==> src/rtl/tick_ctrl_pkg.sv <==
// Shared definitions for the countdown-timer control stage: press FSM encoding,
// default timing constants and a width helper.
package tick_ctrl_pkg;

   typedef enum logic [1:0] {
      UP   = 2'd0,
      DOWN = 2'd1,
      LONG = 2'd2
   } press_t;

   localparam int CLK_HZ  = 50000000;
   localparam int DB_MS   = 20;
   localparam int LONG_MS = 2000;

   // Number of bits needed to hold values 0..v-1, never less than 1.
   function automatic int clog2(input longint v);
      int r;
      r = 0;
      while ((longint'(1) << r) < v) r++;
      return (r < 1) ? 1 : r;
   endfunction

endpackage

==> src/rtl/tick_ctrl_if.sv <==
// Key input and timer-control outputs of tick_ctrl. The master side is the
// control stage itself; the slave side is the countdown stage / board pin.
interface tick_ctrl_if;
   logic key_n;
   logic key_db;
   logic running;
   logic tick;
   logic clr_req;

   modport master (
      input  key_n,
      output key_db,
      output running,
      output tick,
      output clr_req
   );

   modport slave (
      output key_n,
      input  key_db,
      input  running,
      input  tick,
      input  clr_req
   );
endinterface

==> src/rtl/tick_ctrl_key_debounce.sv <==
// Two-flop synchronizer plus stability counter for the active-low pushbutton.
// key_db follows key_n once the synchronized level has held for DB_CYC cycles.
module key_debounce
   import tick_ctrl_pkg::*;
#(
   parameter int DB_CYC = CLK_HZ / 1000 * DB_MS
) (
   input  logic CLK,
   input  logic CLR,
   input  logic key_n,
   output logic key_db
);

   localparam int             DW   = clog2(DB_CYC);
   localparam logic [DW-1:0]  DMAX = DW'(DB_CYC - 1);

   logic [1:0]    sync;
   logic          key_s;
   logic [DW-1:0] db_cnt;

   assign key_s = sync[1];

   always_ff @(posedge CLK) begin
      if (CLR) begin
         sync   <= 2'b11;
         key_db <= 1'b1;
         db_cnt <= '0;
      end else begin
         sync <= {sync[0], key_n};
         // Any return to the accepted level restarts the stability window.
         if (key_s == key_db) begin
            db_cnt <= '0;
         end else if (db_cnt == DMAX) begin
            key_db <= key_s;
            db_cnt <= '0;
         end else begin
            db_cnt <= db_cnt + DW'(1);
         end
      end
   end

endmodule

==> src/rtl/tick_ctrl.sv <==
// Upstream control for the 2-digit countdown timer: debounced key, short-press
// run/pause toggle, long-press clear, and the once-per-DIV-cycles tick enable.
module tick_ctrl
   import tick_ctrl_pkg::*;
#(
   parameter int DIV      = CLK_HZ,
   parameter int DB_CYC   = CLK_HZ / 1000 * DB_MS,
   parameter int LONG_CYC = CLK_HZ / 1000 * LONG_MS
) (
   input  logic        CLK,
   input  logic        CLR,
   tick_ctrl_if.master bus
);

   localparam int            PW   = clog2(DIV);
   localparam int            HW   = clog2(LONG_CYC);
   localparam logic [PW-1:0] PMAX = PW'(DIV - 1);
   localparam logic [HW-1:0] HMAX = HW'(LONG_CYC - 1);

   logic          key_db;
   logic          key_db_q;
   logic          key_fall;
   logic          key_rise;
   press_t        state, state_nxt;
   logic [HW-1:0] hold_cnt, hold_nxt;
   logic          running, run_nxt;
   logic          clr_evt;
   logic          tick;
   logic          clr_req;
   logic [PW-1:0] pcnt;

   key_debounce #(.DB_CYC(DB_CYC)) u_db (
      .CLK    (CLK),
      .CLR    (CLR),
      .key_n  (bus.key_n),
      .key_db (key_db)
   );

   assign key_fall    = key_db_q & ~key_db;
   assign key_rise    = ~key_db_q & key_db;
   assign bus.key_db  = key_db;
   assign bus.running = running;
   assign bus.tick    = tick;
   assign bus.clr_req = clr_req;

   always_comb begin
      state_nxt = state;
      hold_nxt  = hold_cnt;
      run_nxt   = running;
      clr_evt   = 1'b0;
      unique case (state)
         UP: begin
            if (key_fall) begin
               state_nxt = DOWN;
               hold_nxt  = '0;
            end
         end
         DOWN: begin
            // The long-press threshold takes priority over a same-cycle release.
            if (hold_cnt == HMAX) begin
               state_nxt = LONG;
               clr_evt   = 1'b1;
               run_nxt   = 1'b0;
            end else if (key_rise) begin
               state_nxt = UP;
               run_nxt   = ~running;
            end else begin
               hold_nxt = hold_cnt + HW'(1);
            end
         end
         LONG: begin
            if (key_rise) state_nxt = UP;
         end
         default: state_nxt = UP;
      endcase
   end

   always_ff @(posedge CLK) begin
      if (CLR) begin
         state    <= UP;
         key_db_q <= 1'b1;
         hold_cnt <= '0;
         running  <= 1'b0;
         clr_req  <= 1'b0;
         tick     <= 1'b0;
         pcnt     <= '0;
      end else begin
         state    <= state_nxt;
         key_db_q <= key_db;
         hold_cnt <= hold_nxt;
         running  <= run_nxt;
         clr_req  <= clr_evt;
         tick     <= 1'b0;
         // Clear beats a coincident wrap; a pause does not, since running was still 1.
         if (clr_evt) begin
            pcnt <= '0;
         end else if (running) begin
            if (pcnt == PMAX) begin
               pcnt <= '0;
               tick <= 1'b1;
            end else begin
               pcnt <= pcnt + PW'(1);
            end
         end
      end
   end

endmodule
==> src/flat_wrapper.sv <==
// flat-port wrapper written by rule: the top's interface ports become plain ports
module tick_ctrl_flat import tick_ctrl_pkg::*;
#(
   parameter int DIV      = CLK_HZ,
   parameter int DB_CYC   = CLK_HZ / 1000 * DB_MS,
   parameter int LONG_CYC = CLK_HZ / 1000 * LONG_MS
)
  (CLK, CLR, bus_key_n, bus_key_db, bus_running, bus_tick, bus_clr_req);
  tick_ctrl_if bus_i ();
  input  logic CLK;
  input  logic CLR;
  input wire logic [$bits(bus_i.key_n)-1:0] bus_key_n;
  output wire logic [$bits(bus_i.key_db)-1:0] bus_key_db;
  output wire logic [$bits(bus_i.running)-1:0] bus_running;
  output wire logic [$bits(bus_i.tick)-1:0] bus_tick;
  output wire logic [$bits(bus_i.clr_req)-1:0] bus_clr_req;
  assign bus_i.key_n = bus_key_n;
  assign bus_key_db = bus_i.key_db;
  assign bus_running = bus_i.running;
  assign bus_tick = bus_i.tick;
  assign bus_clr_req = bus_i.clr_req;
  tick_ctrl #(.DIV(DIV), .DB_CYC(DB_CYC), .LONG_CYC(LONG_CYC)) u_core (.CLK(CLK), .CLR(CLR), .bus(bus_i));
endmodule
==> config.mk <==
export PLATFORM = sky130hd
export DESIGN_NAME = tick_ctrl_flat
export DESIGN_NICKNAME = d
export VERILOG_FILES = /design/src/rtl/tick_ctrl_pkg.sv /design/src/rtl/tick_ctrl_if.sv /design/src/rtl/tick_ctrl_key_debounce.sv /design/src/rtl/tick_ctrl.sv /design/src/flat_wrapper.sv
export SDC_FILE = /design/constraint.sdc
export NUM_CORES = 1
export LEC_CHECK = 0
export ABC_AREA = 1
export CAP_MARGIN = 40
export CORE_ASPECT_RATIO = 1.5
export CORE_UTILIZATION = 55
export DETAILED_ROUTE_END_ITERATION = 8
export PLACE_DENSITY = 0.79
export SYNTH_ARGS = -nofsm -noshare
export SYNTH_HDL_FRONTEND = slang
export SYNTH_SLANG_ARGS = --single-unit
==> constraint.sdc <==
create_clock -name CLK -period 1.7 [get_ports CLK]
set_input_delay 0.34 -clock CLK [delete_from_list [all_inputs] [get_ports CLK]]
set_output_delay 0.34 -clock CLK [all_outputs]
set_load 0.01 [all_outputs]
==> results of run 1 <==
through the flow:
step / total power, µW / worst slack (ns)
5_1_grt: 4050 / -0.00551
4_1_cts: 3960 / 0.000121
2_1_floorplan: 2000 / 0.0966
3_5_place_dp: 2030 / -0.0256
3_3_place_gp: 2030 / 0.0234
6_report: 3940 / 0.0978
what timing repair did:
| item | CTS | global route |
|---|---|---|
| cloned | 0 | 1 |
| pin swaps | 1 | 3 |
| setup buffers | 2 | 2 |
| resized for setup | 7 | 28 |
| setup endpoints to repair | 13 | 69 |
where the power goes:
group,total [µW],switching (µW),internal [µW],leakage [µW]
clock,1950,767,1180,0.000143
sequential,1930,1.24,1920,0.000662
combinational,65.9,41.6,24.3,0.00104
total,3940,810,3130,0.00184
final cells by class:
type                       count  area, µm²  area share, %
clock buffer                  12        246           4.87
sequential                    82       1650           32.6
clock inverter                 4       51.3           1.01
multi-input combinational    485       2390           47.3
inverter                      76        285           5.64
timing repair buffer          31        308           6.08
tap                          102        128           2.52
sequential cells by signal, summed over array words and instances, names as in the netlist:
signal / count
u_core.bus.tick: 1
u_core.bus.clr_req: 1
u_core.key_db_q: 1
u_core.pcnt: 26
u_core.u_db.db_cnt: 20
u_core.u_db.sync: 2
u_core.bus.running: 1
u_core.u_db.key_db: 1
u_core.hold_cnt: 27
u_core.state: 2
worst reg2reg max path: stages (launching register included):
cell and delay, ns:
dfxtp_2 0.35, ha_2 0.19, nand2_2 0.08, nor2_4 0.12, nand2_4 0.08, nor2_4 0.11, nand3_4 0.12, buf_12 0.18
nand3b_1 0.11, nand2_1 0.06, nand2_1 0.06, nor2_1 0.04
worst max-delay path by stage:
| stage | cells after the start | endpoint |
|---|---|---|
| 6_report | 11 | u_core.hold_cnt[15] |
| 3_5_place_dp | 10 | u_core.hold_cnt[0] |
| 4_1_cts | 11 | u_core.hold_cnt[15] |
| 2_1_floorplan | 11 | u_core.pcnt[22] |
| 5_1_grt | 11 | u_core.hold_cnt[13] |
| 3_3_place_gp | 10 | u_core.pcnt[20] |
routing by layer:
layer  up-vias  wire (µm)  GRT usage, %
met2        96       5220          46.9
met1      1892       3860          27.0
li1       2122          -             -
met3        31        360          5.82
met5         -          0             0
met4         0        367          15.8
layout by cell type, fill, tap and decap left out, types with 2 or more instances in the layout:
master	instances
nand2_1	160
nor2_1	133
dfxtp_1	77
inv_1	72
nand3_1	38
nand4_1	23
a21oi_1	22
nor3_1	20
buf_4	20
xor2_1	17
o21ai_0	10
clkbuf_16	9
nor2_2	8
xnor2_1	8
or2_2	8
nor2_4	7
nand3_2	5
buf_12	5
dfxtp_2	5
nand2_4	4
nand2_2	4
inv_2	4
nand3b_1	4
clkdlybuf4s50_1	4
a21oi_2	3
nor3b_1	2
nor3_2	2
ha_1	2
clkbuf_1	2
dlygate4sd2_1	2
cell families (layout without fill, tap and decap cells):
kind of cell / count (synthesis) / count (layout) / synth area share [%]
xor+xnor: 25 / 25 / 5.10
fa+ha+maj: 3 / 3 / 0.874
flops: 82 / 82 / 38.2
simple gates: 419 / 420 / 42.5
compound gates: 37 / 37 / 4.75
buf+inv: 88 / 123 / 8.54
==> results.json, run 1 <==
{
  "grt_first_pass_wirelength_um": 16300,
  "arrival_ns": 1.83,
  "synthArstFlopShare_pct": 0,
  "stdcell_count": 792,
  "startpoint_type": "flop",
  "cts_sinks": 82,
  "critPathLaunch": "u_core.hold_cnt[0]",
  "cts_buffer_depth": 2,
  "ys.flop_type": "dfxtp_1",
  "postPlaceCellArea_mm2": 0.00461,
  "reg2reg_to": "u_core.hold_cnt[15]",
  "ys_seq_area_share_pct": 38.2,
  "p_leak_uw": 0.00184,
  "path_max_fanout": 21,
  "cts_max_level": 3,
  "nFillCells": 674,
  "area.growth.synth_to_final_pct": 17.8,
  "cp.required_ns": 1.93,
  "die-area_mm2": 0.00817,
  "critical_path.max_stage_delay_ns": 0.35,
  "hold_path.class": "reg -> reg",
  "finalCriticalPeriod_ns": 1.60,
  "drc": 0,
  "dr.pass1.iters": 5,
  "fmax_mhz": 624,
  "vias": 4141,
  "drive_gt1_share_pct": 13.3,
  "gr-total-overflow": 0,
  "cts_root_buffer": "clkbuf_16",
  "slew_violations": 0,
  "drt_iter0_markers": 286,
  "rsz0062_at_grt": "yes",
  "max_slew_margin_pct": 76.1,
  "yosys_warnings": 0,
  "clk_latency_ns": 0.34,
  "synth_edf_count": 0,
  "fin_crit_sh_pct": 94.2,
  "vdd_drop_max_mv": 0.584,
  "gp_congestion": 0.866,
  "finalInstanceArea_mm2": 0.00506,
  "ioPinCount": 7,
  "core_area_mm2": 0.00761,
  "drt_wl_total_um": 9810,
  "min_from": "u_core.u_db.sync[0]",
  "ant_nets": 0,
  "grt_max_degree": 23,
  "criticalPathCategory": "reg -> reg",
  "place_hpwl_um": 6930,
  "cts_made_buffers": 9,
  "status": "completed",
  "r2r_start": "u_core.hold_cnt[0]",
  "power_density_mw_per_mm2": 778,
  "tritoncts": "yes",
  "synth_largest_area_cell": "dfxtp_1",
  "synth_cell_type_count": 28,
  "port_buffers": 6,
  "antenna_found_initial": 0,
  "synth_nets": 660,
  "diodes": 0,
  "cp_num_buf_inv": 1,
  "fin_skew_ns": 0.00570,
  "path_clk_slew_ns": 0.06,
  "drv_cap": 0,
  "hold_end": "u_core.u_db.sync[1]",
  "rr_worst_depth": 11,
  "ys_ff_latch": 82,
  "synth_area_leaders": "dfxtp_1 38%, nand2_1 14%, nor2_1 12%",
  "synth_cells": 654,
  "post-place-cells": 771,
  "wl_per_cell_um": 12.4,
  "tns_ns": 0,
  "grt_pass1_vias": 3919,
  "hold_depth": 1,
  "synth_top_area_share_pct": 38.2,
  "reg2reg_slack_ns": 0.1,
  "start_util_pct": 56.4,
  "hold_violations": 0,
  "grtUsageTotal_pct": 26.1,
  "cp_slowest_cell": "dfxtp_2",
  "die_w_um": 74.1,
  "avgSynthCellArea_um2": 6.57,
  "final_util_pct": 66.5,
  "worst_hold_slack_ns": 0.429,
  "syn-cell-area_mm2": 0.00429,
  "setup_viol": 0,
  "crit_path_cell_trace": "ha_2 > nand2_2 > nor2_4 > nand2_4 > nor2_4 > nand3_4 > buf_12 > nand3b_1 > nand2_1 > nand2_1 > nor2_1",
  "yosysMostFrequentCell": "nand2_1",
  "die_h_um": 110,
  "nets": 691,
  "tightest_slew_ns": 0.355,
  "synthTopCellsByCount": "161 x nand2_1, 137 x nor2_1, 82 x dfxtp_1",
  "cp-end-kind": "flop",
  "viasPerCell": 5.23,
  "crit_family": "simple AND/OR/NAND/NOR gates",
  "cts_hold_buf": 0,
  "std_cell_rows": 39
}
Power figures use the tool's default switching activity.
==> run 2, diff against run 1 <==
SKIP_CTS_REPAIR_TIMING = 1   (was unset)
==> run 2 against run 1 <==
The flow now finishes with violations (negative setup slack). Worst setup slack worse by 0.20 ns. Non-clock buffer count up 4. Critical path depth decreased by 1. Sequential power barely moved. Clock power hardly changed. Core utilization is 3.4 points higher. Combinational power rose by 3.3%. Final area is 5.1% higher. Clock skew rose by 0.0017 ns. Flip-flop and latch count did not move. Hold slack improved by 0.0092 ns. Routed wire length increased by 9.9%. Critical endpoint is now u_core.hold_cnt[22]. Largest cell class unchanged. Highest routed layer unchanged.
==> results.json, run 2 (synthesis results as in run 1) <==
{
  "status": "finished, violations left",
  "violations": "negative setup slack",
  "fmax_mhz": 556,
  "hold_path.class": "reg -> reg",
  "fin_skew_ns": 0.00739,
  "area.growth.synth_to_final_pct": 23.8,
  "port_buffers": 6,
  "setup_viol": 15,
  "std_cell_rows": 39,
  "wl_per_cell_um": 13.6,
  "cts_sinks": 82,
  "max_slew_margin_pct": 74.6,
  "antenna_found_initial": 0,
  "cts_max_level": 3,
  "nets": 694,
  "drt_iter0_markers": 403,
  "grtUsageTotal_pct": 25.9,
  "die_w_um": 74.1,
  "hold_depth": 1,
  "final_util_pct": 69.9,
  "min_from": "u_core.u_db.sync[0]",
  "finalInstanceArea_mm2": 0.00532,
  "power.total_uw": 3950,
  "path_max_fanout": 5,
  "drc": 0,
  "tritoncts": "yes",
  "ant_nets": 0,
  "fin_crit_sh_pct": 106,
  "ioPinCount": 7,
  "postPlaceCellArea_mm2": 0.00461,
  "drv_cap": 0,
  "top_regs": "u_core.hold_cnt x27, u_core.pcnt x26, u_core.u_db.db_cnt x20",
  "finalCriticalPeriod_ns": 1.80,
  "tightest_slew_ns": 0.378,
  "p_leak_uw": 0.00194,
  "start_util_pct": 56.4,
  "critPathLaunch": "u_core.hold_cnt[8]",
  "clk_latency_ns": 0.35,
  "die_h_um": 110,
  "diodes": 0,
  "regMostFlops": "u_core.hold_cnt",
  "grt_max_degree": 23,
  "rr_worst_depth": 10,
  "die-area_mm2": 0.00817,
  "grt_pass1_vias": 3884,
  "cp.required_ns": 1.98,
  "cts_made_buffers": 9,
  "viasPerCell": 5.38,
  "gr-total-overflow": 0,
  "hold_violations": 0,
  "cts_root_buffer": "clkbuf_16",
  "grt_first_pass_wirelength_um": 16200,
  "vdd_drop_max_mv": 0.594,
  "r2r_start": "u_core.hold_cnt[8]",
  "slew_violations": 0,
  "power_density_mw_per_mm2": 742,
  "tns_ns": -0.724,
  "reg2reg_to": "u_core.hold_cnt[22]",
  "largest_register_ffs": 27,
  "cp-end-kind": "flop",
  "rsz0062_at_grt": "yes",
  "worst_hold_slack_ns": 0.438,
  "final_common_cell": "nand2_1",
  "hold_end": "u_core.u_db.sync[1]",
  "gp_congestion": 0.866,
  "path_clk_slew_ns": 0.06,
  "criticalPathCategory": "reg -> reg",
  "core_area_mm2": 0.00761,
  "reg2reg_slack_ns": -0.1,
  "startpoint_type": "flop",
  "drive_gt1_share_pct": 17.3,
  "place_hpwl_um": 6930,
  "final_cell_mix": "155 x nand2_1, 124 x nor2_1, 76 x dfxtp_1",
  "dr.pass1.iters": 6,
  "drt_wl_total_um": 10800,
  "arrival_ns": 2.08,
  "vias": 4274,
  "worst_slack_ns": -0.0978,
  "cts_buffer_depth": 2
}
==> run 2: how the worst max path moves through the flow <==
| stage | endpoint | slack, ns | depth (start not counted) |
|---|---|---|---|
| after floorplan | u_core.pcnt[22] | 0.1 | 11 |
| after global placement | u_core.pcnt[20] | 0.02 | 10 |
| after detailed placement | u_core.hold_cnt[0] | -0.03 | 10 |
| after CTS | bus_key_db | -0.1 | 2 |
| after global routing | u_core.hold_cnt[22] | -0.23 | 10 |
| final | u_core.hold_cnt[22] | -0.1 | 10 |
==> run 2: critical path, cell delays in order, from the launching register on <==
cell and delay (ns):
dfxtp_2 0.39, nand2_1 0.09, nor2_1 0.24, nand2_1 0.20
nor2_4 0.21, nand3_1 0.15, inv_1 0.13, nand2_1 0.10
nor2_4 0.10, nor2_1 0.04, nor2_1 0.08
==> run 2: layout make-up <==
cell class	instances	area [µm²]
multi-input cells	484	2540
flip-flops and latches	82	1650
clock buffers	12	246
well taps	102	128
inverters	76	293
repair buffers	35	400
clock inverters	4	51.3
fillers	599	2290
==> run 2: through the flow <==
step,cells,worst slack (ns)
floorplan,654,0.0966
global placement,771,0.0234
detailed placement,771,-0.0256
CTS,787,-0.0979
global route,795,-0.234
finish,795,-0.0978
==> run 2: power by group <==
group / internal, µW / switching, µW / leakage, µW
clock: 1180 / 778 / 0.000143
combinational: 26.0 / 42.1 / 0.00113
sequential: 1920 / 1.29 / 0.000663
total: 3130 / 821 / 0.00194
==> run 2: routing by layer <==
metal / vias to the layer above / part of all wire (%) / global-route usage (%)
met2: 140 / 52 / 46.2
met3: 52 / 3.8 / 5.73
met4: 0 / 5.4 / 15.7
li1: 2124 / - / -
met1: 1958 / 39 / 27.0
met5: - / 0 / 0
